==> src/rtl/main_control_fsm_pkg.sv <==
// Shared opcodes, select codes, FSM state type and control word for the multicycle MIPS main controller.
package mips_ctrl_pkg;

  localparam int state_width = 4;

  localparam logic [5:0] OP_RTYPE = 6'b000000;
  localparam logic [5:0] OP_LW    = 6'b100011;
  localparam logic [5:0] OP_SW    = 6'b101011;
  localparam logic [5:0] OP_BEQ   = 6'b000100;
  localparam logic [5:0] OP_BNE   = 6'b000101;
  localparam logic [5:0] OP_ADDI  = 6'b001000;
  localparam logic [5:0] OP_J     = 6'b000010;

  localparam logic [1:0] ALUOP_ADD   = 2'b00;
  localparam logic [1:0] ALUOP_SUB   = 2'b01;
  localparam logic [1:0] ALUOP_FUNCT = 2'b10;

  localparam logic [1:0] SRCB_REG    = 2'b00;
  localparam logic [1:0] SRCB_FOUR   = 2'b01;
  localparam logic [1:0] SRCB_IMM    = 2'b10;
  localparam logic [1:0] SRCB_IMM_SH = 2'b11;

  localparam logic [1:0] PCSRC_ALU    = 2'b00;
  localparam logic [1:0] PCSRC_ALUOUT = 2'b01;
  localparam logic [1:0] PCSRC_JUMP   = 2'b10;

  typedef enum logic [state_width-1:0] {
    FETCH   = 4'd0,
    DECODE  = 4'd1,
    MEMADR  = 4'd2,
    MEMRD   = 4'd3,
    MEMWB   = 4'd4,
    MEMWR   = 4'd5,
    RTYPEEX = 4'd6,
    RTYPEWB = 4'd7,
    BEQEX   = 4'd8,
    ADDIEX  = 4'd9,
    ADDIWB  = 4'd10,
    JEX     = 4'd11,
    BNEEX   = 4'd12
  } ctrl_state_t;

  typedef struct packed {
    logic       iord;
    logic       mem_write;
    logic       ir_write;
    logic       reg_dst;
    logic       mem_to_reg;
    logic       reg_write;
    logic       alu_src_a;
    logic [1:0] alu_src_b;
    logic [1:0] alu_op;
    logic [1:0] pc_src;
    logic       pc_write;
    logic       branch;
    logic       branch_ne;
  } ctrl_word_t;

endpackage

==> src/rtl/main_control_fsm_if.sv <==
// Controller <-> datapath signal bundle; master is the controller, slave is the datapath.
interface main_control_fsm_if #(
  parameter int op_width    = 6,
  parameter int ALUOp_width = 2
);
  logic [op_width-1:0]    Op;
  logic                   Zero;
  logic                   IorD;
  logic                   MemWrite;
  logic                   IRWrite;
  logic                   RegDst;
  logic                   MemtoReg;
  logic                   RegWrite;
  logic                   ALUSrcA;
  logic [1:0]             ALUSrcB;
  logic [ALUOp_width-1:0] ALUOp;
  logic [1:0]             PCSrc;
  logic                   PCEn;
  logic                   IllegalOp;

  modport master (
    input  Op, Zero,
    output IorD, MemWrite, IRWrite, RegDst, MemtoReg, RegWrite,
           ALUSrcA, ALUSrcB, ALUOp, PCSrc, PCEn, IllegalOp
  );

  modport slave (
    output Op, Zero,
    input  IorD, MemWrite, IRWrite, RegDst, MemtoReg, RegWrite,
           ALUSrcA, ALUSrcB, ALUOp, PCSrc, PCEn, IllegalOp
  );
endinterface

==> src/rtl/main_ctrl_output_decode.sv <==
// Moore output decoder: maps the current controller state to the datapath control word.
module main_ctrl_output_decode
  import mips_ctrl_pkg::*;
(
  input  ctrl_state_t state,
  output ctrl_word_t  ctrl
);

  always_comb begin
    ctrl = '0;
    case (state)
      FETCH: begin
        ctrl.ir_write  = 1'b1;
        ctrl.alu_src_b = SRCB_FOUR;
        ctrl.alu_op    = ALUOP_ADD;
        ctrl.pc_src    = PCSRC_ALU;
        ctrl.pc_write  = 1'b1;
      end
      DECODE: begin
        ctrl.alu_src_b = SRCB_IMM_SH;
        ctrl.alu_op    = ALUOP_ADD;
      end
      MEMADR, ADDIEX: begin
        ctrl.alu_src_a = 1'b1;
        ctrl.alu_src_b = SRCB_IMM;
        ctrl.alu_op    = ALUOP_ADD;
      end
      MEMRD: ctrl.iord = 1'b1;
      MEMWB: begin
        ctrl.mem_to_reg = 1'b1;
        ctrl.reg_write  = 1'b1;
      end
      MEMWR: begin
        ctrl.iord      = 1'b1;
        ctrl.mem_write = 1'b1;
      end
      RTYPEEX: begin
        ctrl.alu_src_a = 1'b1;
        ctrl.alu_src_b = SRCB_REG;
        ctrl.alu_op    = ALUOP_FUNCT;
      end
      RTYPEWB: begin
        ctrl.reg_dst   = 1'b1;
        ctrl.reg_write = 1'b1;
      end
      BEQEX: begin
        ctrl.alu_src_a = 1'b1;
        ctrl.alu_op    = ALUOP_SUB;
        ctrl.pc_src    = PCSRC_ALUOUT;
        ctrl.branch    = 1'b1;
      end
`ifdef MAIN_CTRL_BNE_EN
      BNEEX: begin
        ctrl.alu_src_a = 1'b1;
        ctrl.alu_op    = ALUOP_SUB;
        ctrl.pc_src    = PCSRC_ALUOUT;
        ctrl.branch_ne = 1'b1;
      end
`endif
      ADDIWB: ctrl.reg_write = 1'b1;
      JEX: begin
        ctrl.pc_src   = PCSRC_JUMP;
        ctrl.pc_write = 1'b1;
      end
      // Unreachable encodings (and BNEEX when bne is disabled) leave everything at 0.
      default: ctrl = '0;
    endcase
  end

endmodule

==> src/rtl/main_control_fsm.sv <==
// Multicycle MIPS main controller: state register, next-state logic, PCEn and reset gating.
// Optional bne support is enabled by defining MAIN_CTRL_BNE_EN.
module main_control_fsm
  import mips_ctrl_pkg::*;
(
  input  logic               clk,
  input  logic               reset,
  main_control_fsm_if.master bus
);

  ctrl_state_t state_q, state_d;
  ctrl_word_t  word;
  ctrl_word_t  word_out;
  logic        illegal_op;
  logic        pc_en;

  main_ctrl_output_decode u_decode (
    .state (state_q),
    .ctrl  (word)
  );

  always_ff @(posedge clk) begin
    if (reset) state_q <= FETCH;
    else       state_q <= state_d;
  end

  always_comb begin
    state_d    = FETCH;
    illegal_op = 1'b0;
    case (state_q)
      FETCH:  state_d = DECODE;
      DECODE: begin
        case (bus.Op)
          OP_LW, OP_SW: state_d = MEMADR;
          OP_RTYPE:     state_d = RTYPEEX;
          OP_BEQ:       state_d = BEQEX;
          OP_ADDI:      state_d = ADDIEX;
          OP_J:         state_d = JEX;
`ifdef MAIN_CTRL_BNE_EN
          OP_BNE:       state_d = BNEEX;
`endif
          default: begin
            illegal_op = 1'b1;
            state_d    = FETCH;
          end
        endcase
      end
      // Op is still held by IR here, so it picks load versus store.
      MEMADR:  state_d = (bus.Op == OP_SW) ? MEMWR : MEMRD;
      MEMRD:   state_d = MEMWB;
      RTYPEEX: state_d = RTYPEWB;
      ADDIEX:  state_d = ADDIWB;
      default: state_d = FETCH;
    endcase
  end

  always_comb begin
    word_out = word;
    pc_en    = word.pc_write | (word.branch & bus.Zero) | (word.branch_ne & ~bus.Zero);
    if (reset) begin
      // Abandon any instruction in flight: no writes, PC+4 selects presented.
      word_out           = '0;
      word_out.alu_src_b = SRCB_FOUR;
      pc_en              = 1'b0;
    end
  end

  assign bus.IorD      = word_out.iord;
  assign bus.MemWrite  = word_out.mem_write;
  assign bus.IRWrite   = word_out.ir_write;
  assign bus.RegDst    = word_out.reg_dst;
  assign bus.MemtoReg  = word_out.mem_to_reg;
  assign bus.RegWrite  = word_out.reg_write;
  assign bus.ALUSrcA   = word_out.alu_src_a;
  assign bus.ALUSrcB   = word_out.alu_src_b;
  assign bus.ALUOp     = word_out.alu_op;
  assign bus.PCSrc     = word_out.pc_src;
  assign bus.PCEn      = pc_en;
  assign bus.IllegalOp = illegal_op & ~reset;

endmodule

==> src/flat_wrapper.sv <==
// flat-port wrapper written by rule: the top's interface ports become plain ports
module main_control_fsm_flat import mips_ctrl_pkg::*;
  (clk, reset, bus_Op, bus_Zero, bus_IorD, bus_MemWrite, bus_IRWrite, bus_RegDst, bus_MemtoReg, bus_RegWrite, bus_ALUSrcA, bus_ALUSrcB, bus_ALUOp, bus_PCSrc, bus_PCEn, bus_IllegalOp);
  main_control_fsm_if bus_i ();
  input  logic clk;
  input  logic reset;
  input wire logic [$bits(bus_i.Op)-1:0] bus_Op;
  input wire logic [$bits(bus_i.Zero)-1:0] bus_Zero;
  output wire logic [$bits(bus_i.IorD)-1:0] bus_IorD;
  output wire logic [$bits(bus_i.MemWrite)-1:0] bus_MemWrite;
  output wire logic [$bits(bus_i.IRWrite)-1:0] bus_IRWrite;
  output wire logic [$bits(bus_i.RegDst)-1:0] bus_RegDst;
  output wire logic [$bits(bus_i.MemtoReg)-1:0] bus_MemtoReg;
  output wire logic [$bits(bus_i.RegWrite)-1:0] bus_RegWrite;
  output wire logic [$bits(bus_i.ALUSrcA)-1:0] bus_ALUSrcA;
  output wire logic [$bits(bus_i.ALUSrcB)-1:0] bus_ALUSrcB;
  output wire logic [$bits(bus_i.ALUOp)-1:0] bus_ALUOp;
  output wire logic [$bits(bus_i.PCSrc)-1:0] bus_PCSrc;
  output wire logic [$bits(bus_i.PCEn)-1:0] bus_PCEn;
  output wire logic [$bits(bus_i.IllegalOp)-1:0] bus_IllegalOp;
  assign bus_i.Op = bus_Op;
  assign bus_i.Zero = bus_Zero;
  assign bus_IorD = bus_i.IorD;
  assign bus_MemWrite = bus_i.MemWrite;
  assign bus_IRWrite = bus_i.IRWrite;
  assign bus_RegDst = bus_i.RegDst;
  assign bus_MemtoReg = bus_i.MemtoReg;
  assign bus_RegWrite = bus_i.RegWrite;
  assign bus_ALUSrcA = bus_i.ALUSrcA;
  assign bus_ALUSrcB = bus_i.ALUSrcB;
  assign bus_ALUOp = bus_i.ALUOp;
  assign bus_PCSrc = bus_i.PCSrc;
  assign bus_PCEn = bus_i.PCEn;
  assign bus_IllegalOp = bus_i.IllegalOp;
  main_control_fsm u_core (.clk(clk), .reset(reset), .bus(bus_i));
endmodule
==> config.mk <==
export PLATFORM = sky130hd
export DESIGN_NAME = main_control_fsm_flat
export DESIGN_NICKNAME = d
export VERILOG_FILES = /design/src/rtl/main_control_fsm_pkg.sv /design/src/rtl/main_control_fsm_if.sv /design/src/rtl/main_ctrl_output_decode.sv /design/src/rtl/main_control_fsm.sv /design/src/flat_wrapper.sv
export SDC_FILE = /design/constraint.sdc
export NUM_CORES = 1
export LEC_CHECK = 0
export ABC_CLOCK_PERIOD_IN_PS = 1800
export BUFFER_PORTS_ARGS = -buffer_cell sky130_fd_sc_hd__clkbuf_2
export CAP_MARGIN = 10
export CORE_AREA = 4 4 41 43
export CTS_CLUSTER_DIAMETER = 200
export DETAILED_ROUTE_END_ITERATION = 10
export DIE_AREA = 0 0 45 47
export GPL_TIMING_DRIVEN = 0
export PLACE_DENSITY = 0.71
export SETUP_SLACK_MARGIN = 0.05
export SYNTH_ARGS = -nofsm -noshare
export SYNTH_HDL_FRONTEND = slang
export SYNTH_SLANG_ARGS = --single-unit
==> constraint.sdc <==
create_clock -name clk -period 1.8 [get_ports clk]
set_clock_uncertainty 0.2 [all_clocks]
set_input_delay 0.36 -clock clk [delete_from_list [all_inputs] [get_ports clk]]
set_output_delay 0.36 -clock clk [all_outputs]
set_load 0.01 [all_outputs]
==> results.sh <==
export IMPL_core_um2=1301
export IMPL_vias=692
export IMPL_largest_register="u_core.state_q"
export IMPL_fp_dieW_um=45
export IMPL_clock_fmax_ghz=0.5017
export IMPL_synth_edf_count=0
export IMPL_crit_required_ps=1240
export IMPL_initial_core_util=0.3942
export IMPL_routedWlPerCell_um=14.71
export IMPL_drv_slew=0
export IMPL_hold_depth=3
export IMPL_hold_start="reset"
export IMPL_critPathCaptureType="output pin"
export IMPL_cts_buffers=3
export IMPL_die_h_um=47
export IMPL_grt_max_degree=11
export IMPL_drcViolationCount=0
export IMPL_avgViaCountPerCell=5.492
export IMPL_multi_input_area_um2=479.2
export IMPL_slew_headroom=0.7015
export IMPL_power_density_nw_per_um2=357.7
export IMPL_drt_first_pass_iters=4
export IMPL_r2r_start="u_core.state_q[1]"
export IMPL_cts_buffer_depth=2
export IMPL_cp_num_buf_inv=2
export IMPL_grt_pass1_vias=577
export IMPL_routed_wl_um=1853
export IMPL_slowest_delay_ps=320
export IMPL_grt_overflow=0
export IMPL_cts_root_buf="clkbuf_4"
export IMPL_ys_flop_type="dfxtp_1"
export IMPL_reg_largest_list="u_core.state_q: 4 flops"
export IMPL_synth_most_common_cell="nor2_1"
export IMPL_area_growth_pct=74.88
export IMPL_antenna_found_initial=0
export IMPL_synthTopCellsByArea="dfxtp_1 16%, nor2_1 8.8%, nand2b_1 8.5%, nor3_1 6.8%, a2111oi_4 5.4%"
export IMPL_design_area_um2=897.1
export IMPL_ff_latch_area_um2=86.33
export IMPL_cts_tree="yes"
export IMPL_hold_end="u_core.state_q[3]"
export IMPL_fin_crit_sh=1.107
export IMPL_synth_top_cell_area_share=0.1561
export IMPL_rsz0062_at_grt="true"
export IMPL_synthesis_nets=81
export IMPL_tns_ps=-926.8
export IMPL_synth_warnings=0
export IMPL_largest_reg_flops=4
export IMPL_gp_congestion=0.7821
export IMPL_hpwl_um=1074
export IMPL_antenna_left=0
export IMPL_cp_top_family="flip-flops"
export IMPL_fin_nets=122
export IMPL_clk_pin_slew_ps=40
export IMPL_cts_sinks=4
export IMPL_pin_count=24
export IMPL_finalPower_uw=320.9
export IMPL_avgSynthCellArea_um2=7.125
export IMPL_h_tree_depth=1
export IMPL_cap_violations=0
export IMPL_period_minus_slack_ps=1993
export IMPL_ff2ff_setup_slack_ps=140
export IMPL_syn_area_um2=513.0
export IMPL_async_reset_ff_frac=0
export IMPL_drive_gt1_frac=0.6126
export IMPL_synth_seq_cells=4
export IMPL_failed_checks="setup timing"
export IMPL_setup_viol=12
export IMPL_placed_cell_area_um2=646.9
export IMPL_die_area_um2=2115
export IMPL_ys_top_cells_by_count="12 x nor2_1, 7 x nand2b_1, 7 x nor3_1"
export IMPL_status="finished with violations"
export IMPL_cp_cell_sequence="buf_6, nor2b_2, nand2b_1, a211oi_2, clkbuf_2"
export IMPL_ir_drop_mv=0.3241
export IMPL_fp_row_count=13
export IMPL_clock_latency_ps=230
export IMPL_fill_cells=98
export IMPL_rr_endpoint="u_core.state_q[2]"
export IMPL_critical_path_arrival_ps=1430
export IMPL_worst_pin_slew_ps=446.6
export IMPL_timing_final_ws_setup_ps=-193.3
export IMPL_numPortBuffers=23
export IMPL_leakage_uw=0.0004018
export IMPL_grt_pass1_wl_um=2691
export IMPL_ys_seq_area_frac=0.1561
export IMPL_crit_slowest_cell="dfxtp_2"
export IMPL_holdWs_ps=264.9
export IMPL_drt_iter0_drc=20
export IMPL_antennaDiodeCount=0
export IMPL_ys_types=31
export IMPL_grt_util_all_layers=0.1733
export IMPL_crit_path_max_fanout=5
export IMPL_crit_type="flip-flop to output pin"
export IMPL_syn_inst=72
export IMPL_hold_viol=0
export IMPL_reg2regPathDepth=6
export IMPL_crit_path_start_kind="flip-flop"
export IMPL_hold_path_class="primary input to flip-flop"
export IMPL_hold_buffers=0
export IMPL_yosys_area_top_type="dfxtp_1"
placed cells by master, fill, tap and decap left out, drive strengths merged, types with 2 or more instances in the layout:
cell type  Yosys  final
or3            3      3
clkbuf         1     15
nor4           2      2
a21o           3      3
or2            2      2
a211oi         2      2
a21oi          4      4
nand2b         8      8
xnor2          2      2
buf            4     29
inv            2      2
dfxtp          4      4
nor2          12     12
nor3           7      7
a31oi          3      3
power by group:
group | internal [uW] | switching (uW)
sequential | 91.2 | 2.75
clock | 74.5 | 34.6
combinational | 57.6 | 60.3
metal layers:
metal,vias up,part of all wire,global-route usage
li1,336,-,-
met1,307,0.39,0.2123
met2,40,0.51,0.2881
met3,9,0.077,0.02299
met4,0,0.024,0.1053
met5,-,0,0
worst max path at each step:
| stage | from | end | slack [ps] | cells past startpoint |
|---|---|---|---|---|
| finish | u_core.state_q[0] | bus_ALUSrcB[1] | -190 | 5 |
| global route | u_core.state_q[0] | bus_ALUSrcB[1] | -260 | 5 |
| CTS | u_core.state_q[1] | bus_IllegalOp | -190 | 5 |
| detailed placement | bus_Op[1] | bus_IllegalOp | -150 | 5 |
| global placement | bus_Op[1] | bus_IllegalOp | -150 | 5 |
| floorplan | u_core.state_q[1] | bus_IllegalOp | 60 | 4 |
cell type report:
class / instances / share of cell area
buffer: 5 / 0.05579
clock buffer: 3 / 0.02510
inverter: 2 / 0.008368
multi-input combinational: 61 / 0.5342
sequential: 4 / 0.09623
tap: 15 / 0.02092
timing repair buffer: 36 / 0.2594
cells by family (layout without fill, tap and decap cells):
| kind of cell | after synthesis | after routing | synth area share |
|---|---|---|---|
| flops | 4 | 4 | 0.1561 |
| compound gates | 16 | 16 | 0.2390 |
| simple gates | 42 | 42 | 0.4805 |
| buf+inv | 7 | 46 | 0.07316 |
| xor+xnor | 3 | 3 | 0.05123 |
worst register-to-register path: stages (launching register included):
cell and delay (ps):
dfxtp_2 310, buf_6 120, nand2b_4 140, buf_4 160
nor4_1 300, nand2b_1 100, a31oi_1 230
per-stage QoR:
step / cells / setup slack, ps / util
2_1_floorplan: 72 / 61.24 / -
6_report: 126 / -193.3 / 0.6894
4_1_cts: 124 / -194.2 / 0.6558
5_1_grt: 126 / -259.9 / 0.6894
3_5_place_dp: 110 / -149.6 / 0.4971
3_3_place_gp: 110 / -145.1 / 0.4971
repair_timing:
| item | CTS | global route |
|---|---|---|
| gates resized for setup | 26 | 20 |
| gates cloned | 1 | 0 |
| buffers inserted | 10 | 2 |
| setup endpoints to repair | 15 | 18 |
| pin swaps | 2 | 4 |
(Power assumes the default switching activity.)
